File: src/rtl/moddiv_pkg.sv
`default_nettype none
// +----------------------------------------------------------------------------+
// | moddiv_pkg: shared types and constants for the modular add/sub sequencer   |
// | Rev 1.0                                                                    |
// +----------------------------------------------------------------------------+
package moddiv_pkg;

  localparam int DEF_WORD_W = 16;
  localparam int DEF_NWORDS = 16;
  localparam int CNT_W      = $clog2(DEF_NWORDS);

  localparam logic OP_ADD = 1'b0;
  localparam logic OP_SUB = 1'b1;

  typedef enum logic [2:0] {
    ST_IDLE   = 3'd0,
    ST_LOAD_A = 3'd1,
    ST_LOAD_B = 3'd2,
    ST_LOAD_P = 3'd3,
    ST_START  = 3'd4,
    ST_WAIT   = 3'd5,
    ST_UNLOAD = 3'd6
  } state_t;

  function automatic logic is_load(input state_t s);
    return (s == ST_LOAD_A) || (s == ST_LOAD_B) || (s == ST_LOAD_P);
  endfunction

endpackage
`default_nettype wire

File: src/rtl/moddiv_word_cnt.sv
`default_nettype none
// +----------------------------------------------------------------------------+
// | moddiv_word_cnt: modulo-NWORDS word counter with enable, clear and TC      |
// | Rev 1.0                                                                    |
// +----------------------------------------------------------------------------+
module moddiv_word_cnt
  import moddiv_pkg::*;
#(
  parameter int NWORDS = DEF_NWORDS,
  parameter int CW     = $clog2(NWORDS)
) (
  input  logic          clk,
  input  logic          rst,
  input  logic          i_en,
  input  logic          i_clr,
  output logic [CW-1:0] o_cnt,
  output logic          o_tc
);

  logic [CW-1:0] r_cnt;
  logic          w_tc;

  assign w_tc = (r_cnt == CW'(NWORDS - 1));

  // Clear has priority so a new phase always starts from word 0.
  always_ff @(posedge clk or posedge rst) begin
    if (rst) begin
      r_cnt <= '0;
    end else if (i_clr) begin
      r_cnt <= '0;
    end else if (i_en) begin
      r_cnt <= w_tc ? '0 : r_cnt + 1'b1;
    end
  end

  assign o_cnt = r_cnt;
  assign o_tc  = w_tc;

endmodule
`default_nettype wire

File: src/rtl/madd_msub_sequencer.sv
`default_nettype none
// +----------------------------------------------------------------------------+
// | madd_msub_sequencer: command/operand front end for the modular add/sub unit|
// | Rev 1.0                                                                    |
// +----------------------------------------------------------------------------+
module madd_msub_sequencer
  import moddiv_pkg::*;
#(
  parameter int WORD_W  = DEF_WORD_W,
  parameter int NWORDS  = DEF_NWORDS,
  parameter int TIMEOUT = 1024
) (
  input  logic              clk,
  input  logic              rst,
  input  logic              cmd_valid,
  output logic              cmd_ready,
  input  logic              cmd_op,
  input  logic              cmd_keep_p,
  input  logic              in_valid,
  output logic              in_ready,
  input  logic [WORD_W-1:0] in_data,
  output logic [WORD_W-1:0] datain,
  output logic              loada,
  output logic              loadb,
  output logic              loadp,
  output logic              madd_en,
  output logic              msub_en,
  output logic              outs0,
  output logic              outs1,
  input  logic [WORD_W-1:0] regs0out,
  input  logic [WORD_W-1:0] regs1out,
  input  logic              result_rdy,
  input  logic              result_flag,
  output logic              out_valid,
  input  logic              out_ready,
  output logic [WORD_W-1:0] out_data,
  output logic              out_last,
  output logic              busy,
  output logic              err_timeout
);

  localparam int CW   = $clog2(NWORDS);
  localparam int WD_W = (TIMEOUT > 1) ? $clog2(TIMEOUT) : 1;

  state_t          r_state;
  state_t          w_next;
  logic            r_op;
  logic            r_keep_p;
  logic            r_sel;
  logic            r_err;
  logic [WD_W-1:0] r_wd;

  logic [CW-1:0]   w_cnt;
  logic            w_tc;
  logic            w_cmd_acc;
  logic            w_xfer_in;
  logic            w_xfer_out;
  logic            w_wd_exp;
  logic            w_res_acc;

  assign w_cmd_acc  = (r_state == ST_IDLE) & cmd_valid;
  assign w_xfer_in  = is_load(r_state) & in_valid;
  assign w_xfer_out = (r_state == ST_UNLOAD) & out_ready;
  assign w_res_acc  = (r_state == ST_WAIT) & result_rdy;
  assign w_wd_exp   = (r_wd == WD_W'(TIMEOUT - 1));

  // One counter serves both the load phases and the unload phase.
  moddiv_word_cnt #(
    .NWORDS (NWORDS),
    .CW     (CW)
  ) u_word_cnt (
    .clk   (clk),
    .rst   (rst),
    .i_en  (w_xfer_in | w_xfer_out),
    .i_clr (w_cmd_acc | w_res_acc),
    .o_cnt (w_cnt),
    .o_tc  (w_tc)
  );

  always_ff @(posedge clk or posedge rst) begin
    if (rst) begin
      r_state <= ST_IDLE;
    end else begin
      r_state <= w_next;
    end
  end

  always_comb begin
    w_next = r_state;
    case (r_state)
      ST_IDLE:   if (cmd_valid) w_next = ST_LOAD_A;
      ST_LOAD_A: if (w_xfer_in && w_tc) w_next = ST_LOAD_B;
      ST_LOAD_B: if (w_xfer_in && w_tc) w_next = r_keep_p ? ST_START : ST_LOAD_P;
      ST_LOAD_P: if (w_xfer_in && w_tc) w_next = ST_START;
      ST_START:  w_next = ST_WAIT;
      // A result arriving on the expiry cycle still gets unloaded.
      ST_WAIT: begin
        if (result_rdy) begin
          w_next = ST_UNLOAD;
        end else if (w_wd_exp) begin
          w_next = ST_IDLE;
        end
      end
      ST_UNLOAD: if (w_xfer_out && w_tc) w_next = ST_IDLE;
      default:   w_next = ST_IDLE;
    endcase
  end

  always_comb begin
    cmd_ready = 1'b0;
    in_ready  = 1'b0;
    datain    = '0;
    loada     = 1'b0;
    loadb     = 1'b0;
    loadp     = 1'b0;
    madd_en   = 1'b0;
    msub_en   = 1'b0;
    outs0     = 1'b0;
    outs1     = 1'b0;
    out_valid = 1'b0;
    out_data  = '0;
    out_last  = 1'b0;
    case (r_state)
      ST_IDLE: cmd_ready = 1'b1;
      ST_LOAD_A: begin
        in_ready = 1'b1;
        datain   = in_data;
        loada    = in_valid;
      end
      ST_LOAD_B: begin
        in_ready = 1'b1;
        datain   = in_data;
        loadb    = in_valid;
      end
      ST_LOAD_P: begin
        in_ready = 1'b1;
        datain   = in_data;
        loadp    = in_valid;
      end
      ST_START: begin
        madd_en = (r_op == OP_ADD);
        msub_en = (r_op == OP_SUB);
      end
      // The unit only advances on outsX, so out_data holds while stalled.
      ST_UNLOAD: begin
        out_valid = 1'b1;
        out_data  = r_sel ? regs1out : regs0out;
        outs0     = ~r_sel & out_ready;
        outs1     = r_sel & out_ready;
        out_last  = (w_cnt == CW'(NWORDS - 1));
      end
      default: ;
    endcase
  end

  always_ff @(posedge clk or posedge rst) begin
    if (rst) begin
      r_op     <= OP_ADD;
      r_keep_p <= 1'b0;
      r_sel    <= 1'b0;
      r_wd     <= '0;
      r_err    <= 1'b0;
    end else begin
      if (w_cmd_acc) begin
        r_op     <= cmd_op;
        r_keep_p <= cmd_keep_p;
        r_err    <= 1'b0;
      end
      if (r_state == ST_START) begin
        r_wd <= '0;
      end else if (r_state == ST_WAIT) begin
        r_wd <= r_wd + 1'b1;
      end
      if (w_res_acc) begin
        r_sel <= result_flag;
      end
      if ((r_state == ST_WAIT) && !result_rdy && w_wd_exp) begin
        r_err <= 1'b1;
      end
    end
  end

  assign busy        = (r_state != ST_IDLE);
  assign err_timeout = r_err;

endmodule
`default_nettype wire

File: config.mk
export PLATFORM = sky130hd
export DESIGN_NAME = madd_msub_sequencer
export DESIGN_NICKNAME = d
export VERILOG_FILES = /design/src/rtl/moddiv_pkg.sv /design/src/rtl/moddiv_word_cnt.sv /design/src/rtl/madd_msub_sequencer.sv
export SDC_FILE = /design/constraint.sdc
export NUM_CORES = 1
export LEC_CHECK = 0
export ABC_AREA = 1
export CAP_MARGIN = 25
export CORE_UTILIZATION = 42
export CTS_BUF_LIST = sky130_fd_sc_hd__clkbuf_4 sky130_fd_sc_hd__clkbuf_8
export DETAILED_ROUTE_END_ITERATION = 10
export HOLD_SLACK_MARGIN = 0.05
export PLACE_DENSITY_LB_ADDON = 0.15
export SYNTH_ARGS = -nofsm -noshare
export SYNTH_HDL_FRONTEND = slang
export SYNTH_HIERARCHICAL = 1
export SYNTH_SLANG_ARGS = --single-unit
File: constraint.sdc
create_clock -name clk -period 3.4 [get_ports clk]
set_clock_uncertainty 0.2 [all_clocks]
set_input_delay 1.02 -clock clk [delete_from_list [all_inputs] [get_ports clk]]
set_output_delay 1.02 -clock clk [all_outputs]
set_load 0.005 [all_outputs]
==> impl_results.md, run 1 <==
- FMAX: 300.3 MHz
- Multiplexer fraction of the synthesized cell area: 0%
- Area share of the largest cell type after synthesis: a little under a third
- Overall routing resource usage: 24.73%
- Count of cells resized by post-cts repair: 18
- YS warnings: 6
- Via count: between 2,000 and 2,500
- Chip Width: ~66 um
- Crit-path max FO: 1
- Number of max-cap violations: 0
- Ranking of synthesized cells by instance count: nand2_1 (84), inv_1 (42), nor2_1 (34)
- Fraction of layout instances using a drive strength above 1: 8.401%
- Initial standard-cell utilization of the core: 45.02%
- Core region area: 3771 um^2
- Post-detailed-placement half-perimeter wirelength: about 4.3 mm
- Global-route congestion overflow total: 0
- Pins over their slew limit: 0
- Xor-xnor portion of the synthesized cell area: 0%
- Count of final setup violators: 0
- Net count reported at finish: 429
- Final period utilization: 97.94%
- Adder-cell share of the synthesized area: ~1.5%
- Maximum level of the CTS H-tree: 1
- Maximum ir drop on the vdd rail: 0.4280 mV
- Number of synthesized flops with an enable pin: 0
- Die area: approximately 4300 um^2
- Via count normalized by instance count: between 4 and 5
- Synthesized instance count: roughly 270
- Post-synthesis average cell area: 6.265 um^2
- Static leakage power: 1.492 nW
- Post-place setup slack: -0.1695 ns
- CTS tree: done
- Cell area after synthesis: 1698 um^2
- Classification of the worst setup path: in -> out
- Setup TNS: 0 ns
- Synthesized net count: 330
- Largest net degree at the start of global routing: 19
- Longest Clk Path Bufs: 2
- First-pass GRT wire length: roughly 8 mm
- Post-Place Cells: 413
- Number of cell rows: 22
- Nature of the critical path startpoint: primary input
- Sinks on Clock Net: 21
- Number of CTS-inserted buffers: 3
- Dominant cells by area after synthesis: dfrtp_1 (31%), nand2_1 (19%), inv_1 (9.3%)
- Worst hold slack after final layout: 0.3014 ns
- I/O pin total: 102
- Library cell with the largest summed area after synthesis: dfrtp_1
- CP Capture Type: output port
- Die Y-Extent: 65.58 um
- Root buffer cell: clkbuf_8
- Cell area power density: 508.7 nW/um^2
- Insertion delay to the later sink of the worst-skew pair: 0.27 ns
- Final routed DRC violation total: 0
- PnR worst setup slack: 0.07021 ns
- Routed length per placed instance: 12.72 um
- Part of the Yosys area used for sequential elements: 30.95%
- Worst Path Arrival: 2.11 ns
- Simple-gate area share of the yosys netlist: 40.09%
- Async S/R FF share, synth: 100.0%
- Post-CTS Hold Buffers: 0
- DRC violation total after the first TritonRoute iteration: 74
- Non-filler instance count after layout: 417
- Run status: finished, final reports clean
- Primary FF master, synth: dfrtp_1
- First-pass DRT Iterations: 4
- Via count of the first global-routing pass: 1,674
- Total routed wirelength: 5.306 mm
- Synthesis-stage register bit count: 21
- Distinct cell type count of the synthesized netlist: 29
- Worst slew margin: approximately 58%
- Area fraction in compound gates after synthesis: 13.56%
- Number of antenna violations at the first check in global routing: 0
- Required time at the worst-slack endpoint: 2.18 ns
- Type of the worst min-delay path: reg -> reg
- Detail Route Antenna Nets: 0
- Buffer count from post-CTS setup fixing: 0
- Leading cell type by number of instances after synthesis: nand2_1
- Number of antenna repair diodes: 0
- Final RePlAce weighted congestion: 0.8493
- Slew at the pin closest to its max-slew limit: 0.6317 ns
- Final Hold Fails: 0
- Count of input and output buffers: 101
- Synthesis-to-layout area growth: 63.52%
- Setup repair after global routing missed its margin: false
- Clock-pin transition on the worst setup and hold timing paths: 0.07 ns
- Main combinational cell family by area after synthesis: simple AND/OR/NAND/NOR gates
- Post-layout minimum cycle time: 3.330 ns
==> sequential cells by signal, summed over array words and instances, names as in the netlist <==
register / count
err_timeout: 1
r_keep_p: 1
r_op: 1
r_sel: 1
r_state: 3
r_wd: 10
u_word_cnt/o_cnt: 4
==> metal layers <==
metal | vias to the layer above | GRT usage, % | routed length, um
met5 | - | 0 | 0
met3 | 8 | 7.465 | 439
met4 | 0 | 9.511 | 97
met2 | 65 | 37.76 | 2392
li1 | 1043 | - | -
met1 | 922 | 32.54 | 2376
==> worst paths after layout <==
check | end | from | slack (ns) | cells after the start
worst max-delay path | datain[5] | in_data[5] | 0.07 | 4
worst min-delay path | err_timeout | err_timeout | 0.30 | 1
worst max register to register | u_word_cnt/o_cnt[1] | r_state[0] | 1.29 | 6
worst min register to register | err_timeout | err_timeout | 0.30 | 1
max in group asynchronous | r_state[2] | rst | 1.60 | 2
min in group asynchronous | u_word_cnt/o_cnt[0] | rst | 0.76 | 2
==> through the flow <==
step                util [%]  cell area (um^2)  total power, W
floorplan                  -              1698       0.0008758
global placement       72.23              2724        0.001252
detailed placement     72.23              2724        0.001269
CTS                    73.13              2758        0.001428
global route           73.62              2776        0.001537
finish                 73.62              2776        0.001412
==> power breakdown <==
part           leakage [nW]  internal, W  switching, W
clock network        0.0217    0.0000830     0.0000841
registers             0.278     0.000309     0.0000856
logic                  1.19     0.000390      0.000461
==> logic make-up after synthesis <==
family,after synthesis
buffers and inverters,57
adders and majority gates,2
AOI/OAI and AO/OA,36
DFF,21
and+or+nand+nor,155
==> layout make-up <==
type | count | area [um^2]
timing repair buffer | 102 | 1015
clock inverter | 1 | 7.507
multi-input combinational | 193 | 942.2
inverter | 49 | 183.9
fill | 326 | 994.7
tap | 48 | 60.06
clock buffer | 3 | 41.29
sequential | 21 | 526.8
==> cell usage in the layout (no fill, tap or decap), drive strengths merged <==
cell type      instances
a21oi                 19
a22o                   2
buf                    1
clkbuf                 3
clkdlybuf4s50         77
clkinv                 1
clkinvlp               1
dfrtp                 21
dlygate4sd2           17
dlymetal6s2s           7
ha                     2
inv                   48
nand2                 87
nand3                 19
nand4                  7
nor2                  37
nor3                   2
nor3b                  1
nor4                   2
o211ai                 1
o21ai                 12
o21bai                 1
o2bb2ai                1
==> critical path, cell delays in order <==
cell and delay, ns:
clkdlybuf4s50_1 0.46, inv_1 0.04, nor2_1 0.09, clkdlybuf4s50_1 0.51
(Power assumes the default switching activity.)
==> run 2: changes to the inputs <==
Settings changed: CORE_MARGIN set to 3.
==> run 2 against run 1 <==
  * Total power up 1.5%
  * Final cell count up 0.48%
  * Combinational power up 3.3%
  * Via count about the same
  * Worst hold slack worse by 0.0049 ns
  * First-iteration DRC count up 91%
  * Core utilization down 0.20 points
  * Design area down 0.27%
  * Sequential power down 2%
  * Critical endpoint is now datain[9]
==> impl_results.md, run 2 (synthesized netlist as in run 1, its figures left out) <==
- Run status: finished, final reports clean
- Maximum ir drop on the vdd rail: 0.4158 mV (-2.9%)
- Fraction of layout instances using a drive strength above 1: 8.356% (-0.045 points)
- Count of input and output buffers: 101 (unchanged)
- I/O pin total: 102 (unchanged)
- Cell area power density: 517.9 nW/um^2 (+1.8%)
- Post-Place Cells: 415 (+0.48%)
- Detail Route Antenna Nets: 0 (unchanged)
- Via count: 2,040 (+0.098%)
- Worst slew margin: 58.69% (+0.85 points)
- Max reg flops: 10 (unchanged)
- Final RePlAce weighted congestion: 0.9092 (+7.1%)
- Number of antenna violations at the first check in global routing: 0 (unchanged)
- Net count reported at finish: 431 (+0.47%)
- Chip Width: 69.58 um (+6.1%)
- Overall routing resource usage: 23.89% (-0.84 points)
- Worst Path Arrival: 2.12 ns (about the same)
- Synthesis-to-layout area growth: 63.08%
- Global-route met2 utilization: 37.71% (-0.046 points)
- CP Capture Type: output port
- Fillcell total: 331 (+1.5%)
- Routed length per placed instance: 14.18 um (+11%)
- Met1 layer usage reported by global route: 32.59% (+0.047 points)
- Maximum level of the CTS H-tree: 1 (unchanged)
- Timing startpoint of the critical path: in_data[9]
- Longest Clk Path Bufs: 2 (unchanged)
- GR Layer Usage met3: 5.652% (-1.8 points)
- Number of max-cap violations: 0 (unchanged)
- CTS tree: done
- Number of cell rows: 22 (unchanged)
- Commonest cells after routing, fill and taps aside: nand2_1 (84), clkdlybuf4s50_1 (80), inv_1 (42)
- Final period utilization: 98.17% (+0.23 points)
- Hold path start: err_timeout
- Setup repair after global routing missed its margin: false
- First-pass DRT Iterations: 4 (unchanged)
- Classification of the worst setup path: in -> out
- Insertion delay to the later sink of the worst-skew pair: 0.26 ns (about the same)
- Die area: 4841 um^2 (+13%)
- Static leakage power: 1.431 nW (-4.1%)
- Post-layout minimum cycle time: 3.338 ns (+0.007957 ns)
- Post-detailed-placement half-perimeter wirelength: 4.879 mm (+13%)
- Non-filler instance count after layout: 419 (+0.48%)
- Crit-path max FO: 1 (unchanged)
- Footprint of the multi-input gates: 935.9 um^2 (-0.66%)
- Sinks on Clock Net: 21 (unchanged)
- Final Hold Fails: 0 (unchanged)
- Die Y-Extent: 69.58 um (+6.1%)
- Nature of the critical path startpoint: primary input
- Core region area: 3771 um^2 (unchanged)
- Initial standard-cell utilization of the core: 45.02% (unchanged)
- Number of antenna repair diodes: 0 (unchanged)
- Via count of the first global-routing pass: 1,824 (+9.0%)
- Via count normalized by instance count: 4.869 (-0.38%)
- Total routed wirelength: 5.941 mm (+12%)
- Post-place setup slack: -0.1237 ns (+0.04581 ns)
- Worst hold slack after final layout: 0.2965 ns (-0.004851 ns)
- Pins over their slew limit: 0 (unchanged)
- Root buffer cell: clkbuf_8
- DRC violation total after the first TritonRoute iteration: 141 (+91%)
- Count of final setup violators: 0 (unchanged)
- FMAX: 299.6 MHz (-0.24%)
- PnR worst setup slack: 0.06225 ns (-0.007957 ns)
- Required time at the worst-slack endpoint: 2.18 ns (about the same)
- Global-route congestion overflow total: 0 (unchanged)
- Type of the worst min-delay path: reg -> reg
- Slew at the pin closest to its max-slew limit: 0.6190 ns (-0.01272 ns)
- Largest net degree at the start of global routing: 19 (unchanged)
- Startpoint of the worst-slack reg-to-reg timing path: r_state[0]
- Clock-pin transition on the worst setup and hold timing paths: 0.07 ns (about the same)
- Register ranked first by flip-flop count: r_wd
- Total power draw: 0.001434 W (+1.5%)
- Gr busiest metal: met2
- Number of CTS-inserted buffers: 3 (unchanged)
- First-pass GRT wire length: 9.328 mm (+16%)
- Final routed DRC violation total: 0 (unchanged)
- Area of all sequential standard cells: 525.5 um^2 (-0.24%)
- Most common cell after layout, fill and taps aside: nand2_1
- Buffer count from post-CTS setup fixing: 0 (unchanged)
==> run 2: cell types whose count changed in the layout (fill, tap and decap cells not counted) <==
cell,delta
dlymetal6s2s_1,-5
nor4_1,+1
clkdlybuf4s50_1,+3
nor4_2,-1
dlygate4sd2_1,+2
dfrtp_2,-1
dfrtp_1,+1
buf_4,+2
==> run 2: cell type report <==
type,instances,share of cell area [%]
Timing Repair Buffer,104,36.65
Multi-Input combinational cell,193,33.80
Sequential cell,21,18.98
Inverter,49,6.643
Tap cell,48,2.169
Clock buffer,3,1.491
Clock inverter,1,0.2711
==> run 2: through the flow <==
step                      setup TNS, ns  cell area (um^2)  utilization, %
after floorplan                       0              1698               -
after global placement          -0.3649              2739           72.63
after detailed placement        -0.6338              2739           72.63
after CTS                             0              2764           73.29
after global routing                  0              2769           73.42
final                                 0              2769           73.42
==> run 2: worst max-delay path, stage by stage <==
cell	delay, ns
clkdlybuf4s50_1	0.46
inv_1	0.04
nor2_1	0.09
clkdlybuf4s50_1	0.52
==> run 2: power by group <==
group	total (W)	internal [W]	switching (W)
logic	0.000879	0.000397	0.000482
clock network	0.000166	0.0000828	0.0000836
registers	0.000388	0.000308	0.0000800
==> run 2: what timing repair did <==
| item | CTS | global route |
|---|---|---|
| hold buffers | 0 | 0 |
| resized for setup | 19 | 2 |
| setup endpoints to repair | 19 | 2 |
==> run 2: worst paths after layout <==
check / end / slack [ns] / depth (start not counted)
max: datain[9] / 0.06 / 4
max in group asynchronous: r_state[0] / 1.63 / 2
min reg2reg: err_timeout / 0.30 / 1
max reg2reg: u_word_cnt/o_cnt[1] / 1.27 / 6
min in group asynchronous: u_word_cnt/o_cnt[3] / 0.76 / 2
min: err_timeout / 0.30 / 1
==> run 2: metal layers <==
layer,part of all wire (%),vias to the layer above
met3,8.0,11
met5,0,-
li1,-,1044
met2,45,88
met4,1.3,0
met1,46,897
